--- config.mk ---
export PLATFORM = sky130hd
export DESIGN_NAME = toggle_pulse_debouncer
export DESIGN_NICKNAME = d
export VERILOG_FILES = /design/src/rtl/toggle_pulse_debouncer.sv
export SDC_FILE = /design/constraint.sdc
export NUM_CORES = 1
export LEC_CHECK = 0
export CORE_UTILIZATION = 40
export DETAILED_ROUTE_END_ITERATION = 7
export MAX_ROUTING_LAYER = met4
export PLACE_DENSITY = 0.57
export SYNTH_ARGS = -nofsm -noshare
export SYNTH_HDL_FRONTEND = slang
export SYNTH_SLANG_ARGS = --single-unit
--- constraint.sdc ---
create_clock -name clk -period 4.91 [get_ports clk]
set_input_delay 0.7365 -clock clk [delete_from_list [all_inputs] [get_ports clk]]
set_output_delay 0.7365 -clock clk [all_outputs]
set_load 0.005 [all_outputs]
--- src/rtl/toggle_pulse_debouncer.sv ---
// toggle_pulse_debouncer: synchronises and debounces a raw push-button into a one-cycle toggle request
module toggle_pulse_debouncer #(
  parameter int unsigned CNT_W           = 20,
  parameter int unsigned DEBOUNCE_CYCLES = 1000,
  parameter int unsigned REPEAT_EN       = 0,
  parameter int unsigned REPEAT_CYCLES   = 50000
) (
  input  logic clk,
  input  logic reset_n,
  input  logic btn_raw,
  output logic t_pulse,
  output logic btn_level
);
  typedef enum logic [1:0] {S_LOW, S_RISE, S_HIGH, S_FALL} state_t;
  localparam logic [CNT_W-1:0] DEB_LAST = CNT_W'(DEBOUNCE_CYCLES - 1);
  // Repeat compares against the full count so pulses recur every REPEAT_CYCLES+1 cycles, never back to back
  localparam logic [CNT_W-1:0] REP_LAST = CNT_W'(REPEAT_CYCLES);
  state_t           state_q;
  logic [CNT_W-1:0] cnt_q;
  logic [1:0]       sync_q;
  logic             btn_sync;
  assign btn_sync = sync_q[1];
  always_ff @(posedge clk) begin
    if (!reset_n) begin
      sync_q    <= '0;
      state_q   <= S_LOW;
      cnt_q     <= '0;
      t_pulse   <= 1'b0;
      btn_level <= 1'b0;
    end else begin
      sync_q  <= {sync_q[0], btn_raw};
      t_pulse <= 1'b0;
      case (state_q)
        S_LOW:
          if (btn_sync) begin
            state_q <= S_RISE;
            cnt_q   <= '0;
          end
        S_RISE:
          if (!btn_sync) begin
            state_q <= S_LOW;
            cnt_q   <= '0;
          end else if (cnt_q == DEB_LAST) begin
            state_q   <= S_HIGH;
            cnt_q     <= '0;
            btn_level <= 1'b1;
            t_pulse   <= 1'b1;
          end else cnt_q <= cnt_q + 1'b1;
        S_HIGH:
          if (!btn_sync) begin
            state_q <= S_FALL;
            cnt_q   <= '0;
          end else if (REPEAT_EN != 0) begin
            if (cnt_q == REP_LAST) begin
              t_pulse <= 1'b1;
              cnt_q   <= '0;
            end else cnt_q <= cnt_q + 1'b1;
          end
        S_FALL:
          if (btn_sync) begin
            state_q <= S_HIGH;
            cnt_q   <= '0;
          end else if (cnt_q == DEB_LAST) begin
            state_q   <= S_LOW;
            cnt_q     <= '0;
            btn_level <= 1'b0;
          end else cnt_q <= cnt_q + 1'b1;
        default: state_q <= S_LOW;
      endcase
    end
  end
endmodule

Yosys cells after proc, flatten, opt, wreduce, memory -nomap -nowiden
Index checks and enable logic that the tools add are counted.
{"block": "word_totals", "register_bits": 26, "output_inout_bits": 2}
{"block": "op_classes", "add_sub_neg": 1, "eq_ne": 12, "muxes": 19, "reduce_logical": 6}
{"cell": "20-bit two-way mux", "n": 5}
{"cell": "20-bit one-hot mux with 4 select lines", "n": 1}
{"cell": "20-bit by 1-bit adder with 20-bit output (second input constant)", "n": 1}
{"cell": "20-bit by 10-bit == test with 1-bit output (second input constant)", "n": 1}
{"cell": "2-bit two-way mux", "n": 6}
{"cell": "2-bit inequality test (second input constant)", "n": 6}
{"cell": "2-bit one-hot mux with 4 select lines", "n": 1}
{"cell": "3-bit inequality test (second input constant)", "n": 2}
{"cell": "1-bit two-way mux", "n": 5}
{"cell": "5-bit AND reduction", "n": 1}
{"cell": "2-bit == test (second input constant)", "n": 2}
{"cell": "4-bit AND reduction", "n": 1}
{"cell": "3-bit AND reduction", "n": 1}
{"cell": "2-bit by 1-bit == test with 1-bit output (second input constant)", "n": 1}
{"cell": "2-bit zero test", "n": 1}
{"cell": "1-bit one-hot mux with 2 select lines", "n": 1}
{"cell": "2-bit AND reduction", "n": 1}
{"cell": "2-bit nonzero test", "n": 1}

Longest topological paths before layout
{"block": "depth", "ltp_word": 4, "ltp_mapped": 7}

Least setup slack after synthesis
Ideal clock, no wire load.
{"block": "synth_path", "path_type": "reg-to-reg", "startpoint": "register cnt_q[0]", "endpoint": "register cnt_q[11]", "setup_time_ns": 0.117, "arrival_time_ns": 1.649, "required_ns": 4.793, "path_slack_ns": 3.143, "path_stages_with_launch": 7, "path_buffers": 0, "synth_period_minus_slack_ns": 1.767, "path_cell_list": "dfxtp_1 ha_1 nor4bb_1 and4_1 a211oi_4 a21o_1 a22o_2"}
{"block": "synth_via", "elab_chain_cells": 4}
{"element": "from (decl)", "line": "19", "text": "logic [CNT_W-1:0] cnt_q;"}
{"element": "from (signal assigned)", "line": "48", "text": "end else cnt_q <= cnt_q + 1'b1;"}
{"element": "from (signal assigned)", "line": "57", "text": "end else cnt_q <= cnt_q + 1'b1;"}
{"element": "from (signal assigned)", "line": "67", "text": "end else cnt_q <= cnt_q + 1'b1;"}
{"element": "20-bit by 1-bit adder with 20-bit output or 20-bit by 10-bit == test with 1-bit output (tied branches)"}
{"element": "20-bit two-way mux *", "line": "43, 63"}
{"element": "20-bit two-way mux, on equally long branches", "line": "60, 40"}
{"element": "20-bit one-hot mux with 4 select lines *", "line": "33", "text": "case (state_q)"}
Every way passes the cells marked *; elsewhere a longest branch is shown, timed or not.
A chain may end at the register's enable or synchronous reset.

==> impl_metrics.py <==
metrics = {
    "global_route": {
        "globalRouteTotalUtil": 0.177,
        "grt_start_max_net_pins": 25,
        "globalRoute.totalOverflow": 0,
        "met1_usage": 0.232,
        "grtUsageMet3": 0.0331,
        "grt_busiest_layer": "met2",
        "grt.met2_usage": 0.278,
        "grt_antenna_before_repair": 0,
        "grt_pass1_vias": 1091,
        "grt_first_pass_wirelength_mm": 4.86,
    },
    "power": {
        "power_switching_share": 0.214,
        "power_density_nw_per_um2": 254,
        "power.net_switching_mw": 0.0821,
        "ir_drop_mv": 0.0956,
        "p_leak_nw": 0.491,
        "share_of_power_burned_in_the_clock_network": 0.389,
        "internal-power_mw": 0.302,
        "part_of_the_power_in_combinational_logic": 0.053,
        "sequentialPowerShare": 0.558,
    },
    "cts": {
        "tritoncts.num_buffers": 3,
        "postCtsResizedCells": 0,
        "htreeDepth": 1,
        "cts_hold_buf": 0,
        "clockBufferDepth": 2,
        "clock_insertion_delay_worst_skew_ps": 330,
        "cts_num_sinks": 26,
        "tritoncts": "built",
        "post_cts.repair.setup_buffers": 0,
        "clkSlewWorstSetupHoldPaths_ps": 150,
        "clock-root-buffer": "clkbuf_4",
    },
    "worst_hold_path": {
        "worst_hold_path_startpoint": "sync_q[0]",
        "worstHoldPathCells": 1,
        "timing.hold.worst_endpoint": "sync_q[1]",
        "min-delay-path-class": "reg2reg",
    },
    "timing": {
        "final_hold_viol_count": 0,
        "fmax_mhz": 366,
        "min_period_ps": 2740,
        "slew_violations": 0,
        "period_share": 0.557,
        "worst_margin_pin_slew_ps": 920,
        "clock_skew_after_layout_ps": 8.33,
        "slew_headroom": 0.385,
        "finalSetupViolCount": 0,
        "tns_ps": 0,
        "rsz0062_at_grt": "no",
    },
    "route": {
        "drt-total-wl_mm": 2.96,
        "detailroute.via_count": 1226,
        "detail_route.iter0.violations": 78,
        "route.detailed.wl_per_inst_um": 14.1,
        "routed_via_density": 5.84,
        "ant_nets": 0,
        "post-route-drc-count": 0,
        "drt_first_pass_iters": 5,
    },
    "layout": {
        "layout-drive-gt1-share": 0.0915,
        "layout_commonest_cell": "dfxtp_1",
        "area_growth_pct": 6.13,
        "most-common-layout-cells": "dfxtp_1 (26), nand3_1 (16), nand2_1 (16), a21oi_1 (12), mux2i_1 (11)",
        "finish.instance_area_um2": 1520,
        "num_antenna_cells": 0,
        "nets": 169,
    },
    "worst_setup_path": {
        "r2r_setup_slack_ps": 2580,
        "worstSetupPathType": "in2reg",
        "worst_ep_arrival_time_ps": 3000,
        "critical_path.reg2reg.startpoint": "cnt_q[0]",
        "startpoint_type": "primary input",
        "reg2regPathDepth": 6,
        "timing.rr.end": "cnt_q[6]",
        "cp-end-kind": "register",
        "crit_required_ps": 5170,
        "critical_path_peak_fanout": 24,
    },
    "floorplan": {
        "die_area_um2": 3810,
        "chipWidth_um": 61.7,
        "placement_rows": 21,
        "floorplan.io_pins": 5,
        "core_area_um2": 3390,
        "die_height_um": 61.7,
        "starting_density_of_the_core": 0.421,
    },
    "synthesis": {
        "flip_flop_and_latch_count_after_synthesis": 26,
        "synth.distinct_cells": 47,
        "synth_seq_area_share": 0.365,
        "synthesis.nets": 168,
        "yosysWarningCount": 0,
        "netlist_area_um2": 1430,
        "synth_cells": 164,
        "synthesized_area_per_cell_um2": 8.70,
    },
    "placement": {
        "io_buffers": 4,
        "detailed_place.area_um2": 1460,
        "gp_routability_congestion": 0.826,
        "hpwlAfterDp_mm": 2.20,
    },
    "run_status": {
        "run_status": "finished, final reports clean",
    },
    "job": {
        "maxCapViolCount": 0,
    },
}
Yosys cell counts (all sizes together):
cell type / instances / area [um2]
dfxtp: 26 / 521
nand2: 17 / 71.3
nand3: 16 / 80.1
a21oi: 13 / 68.8
mux2i: 11 / 110
nor2: 9 / 41.3
buf: 7 / 58.8
nand4: 7 / 58.8
and3: 6 / 38.8
inv: 6 / 22.5
nor3: 6 / 35.0
o21ai: 6 / 30.0
and4: 3 / 28.8
o211ai: 3 / 22.5
o311ai: 3 / 26.3
a22oi: 2 / 15.0
and2: 2 / 12.5
nand3b: 2 / 15.0
nand4b: 2 / 17.5
a211oi: 1 / 20.0
a21o: 1 / 7.51
a22o: 1 / 10.0
a311oi: 1 / 8.76
a31oi: 1 / 6.26
a41oi: 1 / 8.76
clkbuf: 1 / 3.75
ha: 1 / 12.5
nand2b: 1 / 6.26
nor4: 1 / 6.26
nor4b: 1 / 8.76
nor4bb: 1 / 10.0
or2b: 1 / 8.76
or3: 1 / 6.26
or4: 1 / 7.51
or4b: 1 / 13.8
xor2: 1 / 8.76
critical path, stage by stage:
cell and delay, ps:
clkdlybuf4s50_1 810, inv_1 280, a211oi_4 830, a21oi_1 150
mux2i_1 180
cell type report:
| class | instances | area [um2] |
|---|---|---|
| Inverter | 6 | 22.5 |
| Tap cell | 46 | 57.6 |
| Clock buffer | 3 | 22.5 |
| Sequential cell | 26 | 520 |
| Clock inverter | 1 | 30.0 |
| Multi-Input combinational cell | 124 | 822 |
| Timing Repair Buffer | 4 | 40.0 |
| Fill cell | 349 | 1870 |
through the flow:
stage	util	cells	power, mW	setup WS, ps	hold WS (ps)
after floorplan	-	164	0.235	3140	412
after global placement	0.432	206	0.239	1920	426
after detailed placement	0.432	206	0.240	1850	446
after CTS	0.447	210	0.389	2180	484
after global routing	0.447	210	0.398	1950	509
final	0.447	210	0.384	2170	472
power groups by stage:
stage	Clock, mW	Combinational, mW	Sequential (mW)
2_1_floorplan	0	0.0166	0.219
3_3_place_gp	0	0.0198	0.219
3_5_place_dp	0	0.0207	0.219
4_1_cts	0.153	0.0208	0.215
5_1_grt	0.160	0.0230	0.215
6_report	0.150	0.0204	0.215
worst max path at each step:
stage | from | end | slack (ps) | cells past startpoint
detailed placement | reset_n | cnt_q[9] | 1850 | 5
finish | reset_n | cnt_q[6] | 2170 | 5
global route | reset_n | cnt_q[4] | 1950 | 5
global placement | reset_n | cnt_q[3] | 1920 | 5
floorplan | cnt_q[0] | cnt_q[11] | 3140 | 6
CTS | reset_n | cnt_q[4] | 2180 | 5
sequential cells by signal, summed over array words and instances, names as in the netlist, named ones only:
| register | cells |
|---|---|
| sync_q | 2 |
| t_pulse | 1 |
| state_q | 1 |
| cnt_q | 20 |
| btn_level | 1 |
per-layer routing:
layer  vias to the layer above  wire length, um
met5                         -                0
li1                        609                -
met4                         0               28
met3                         4              154
met2                        29             1380
met1                       584             1400
cells by family (layout without fill, tap and decap cells):
group,count (synthesis),count (layout),share of synthesized area
compound gates,33,33,0.157
mux,11,11,0.0771
flops,26,26,0.365
xor+xnor,1,1,0.00614
fa+ha+maj,1,1,0.00876
buf+inv,14,14,0.0596
simple gates,78,78,0.327
Note: power is estimated with default switching activity, not from simulation.
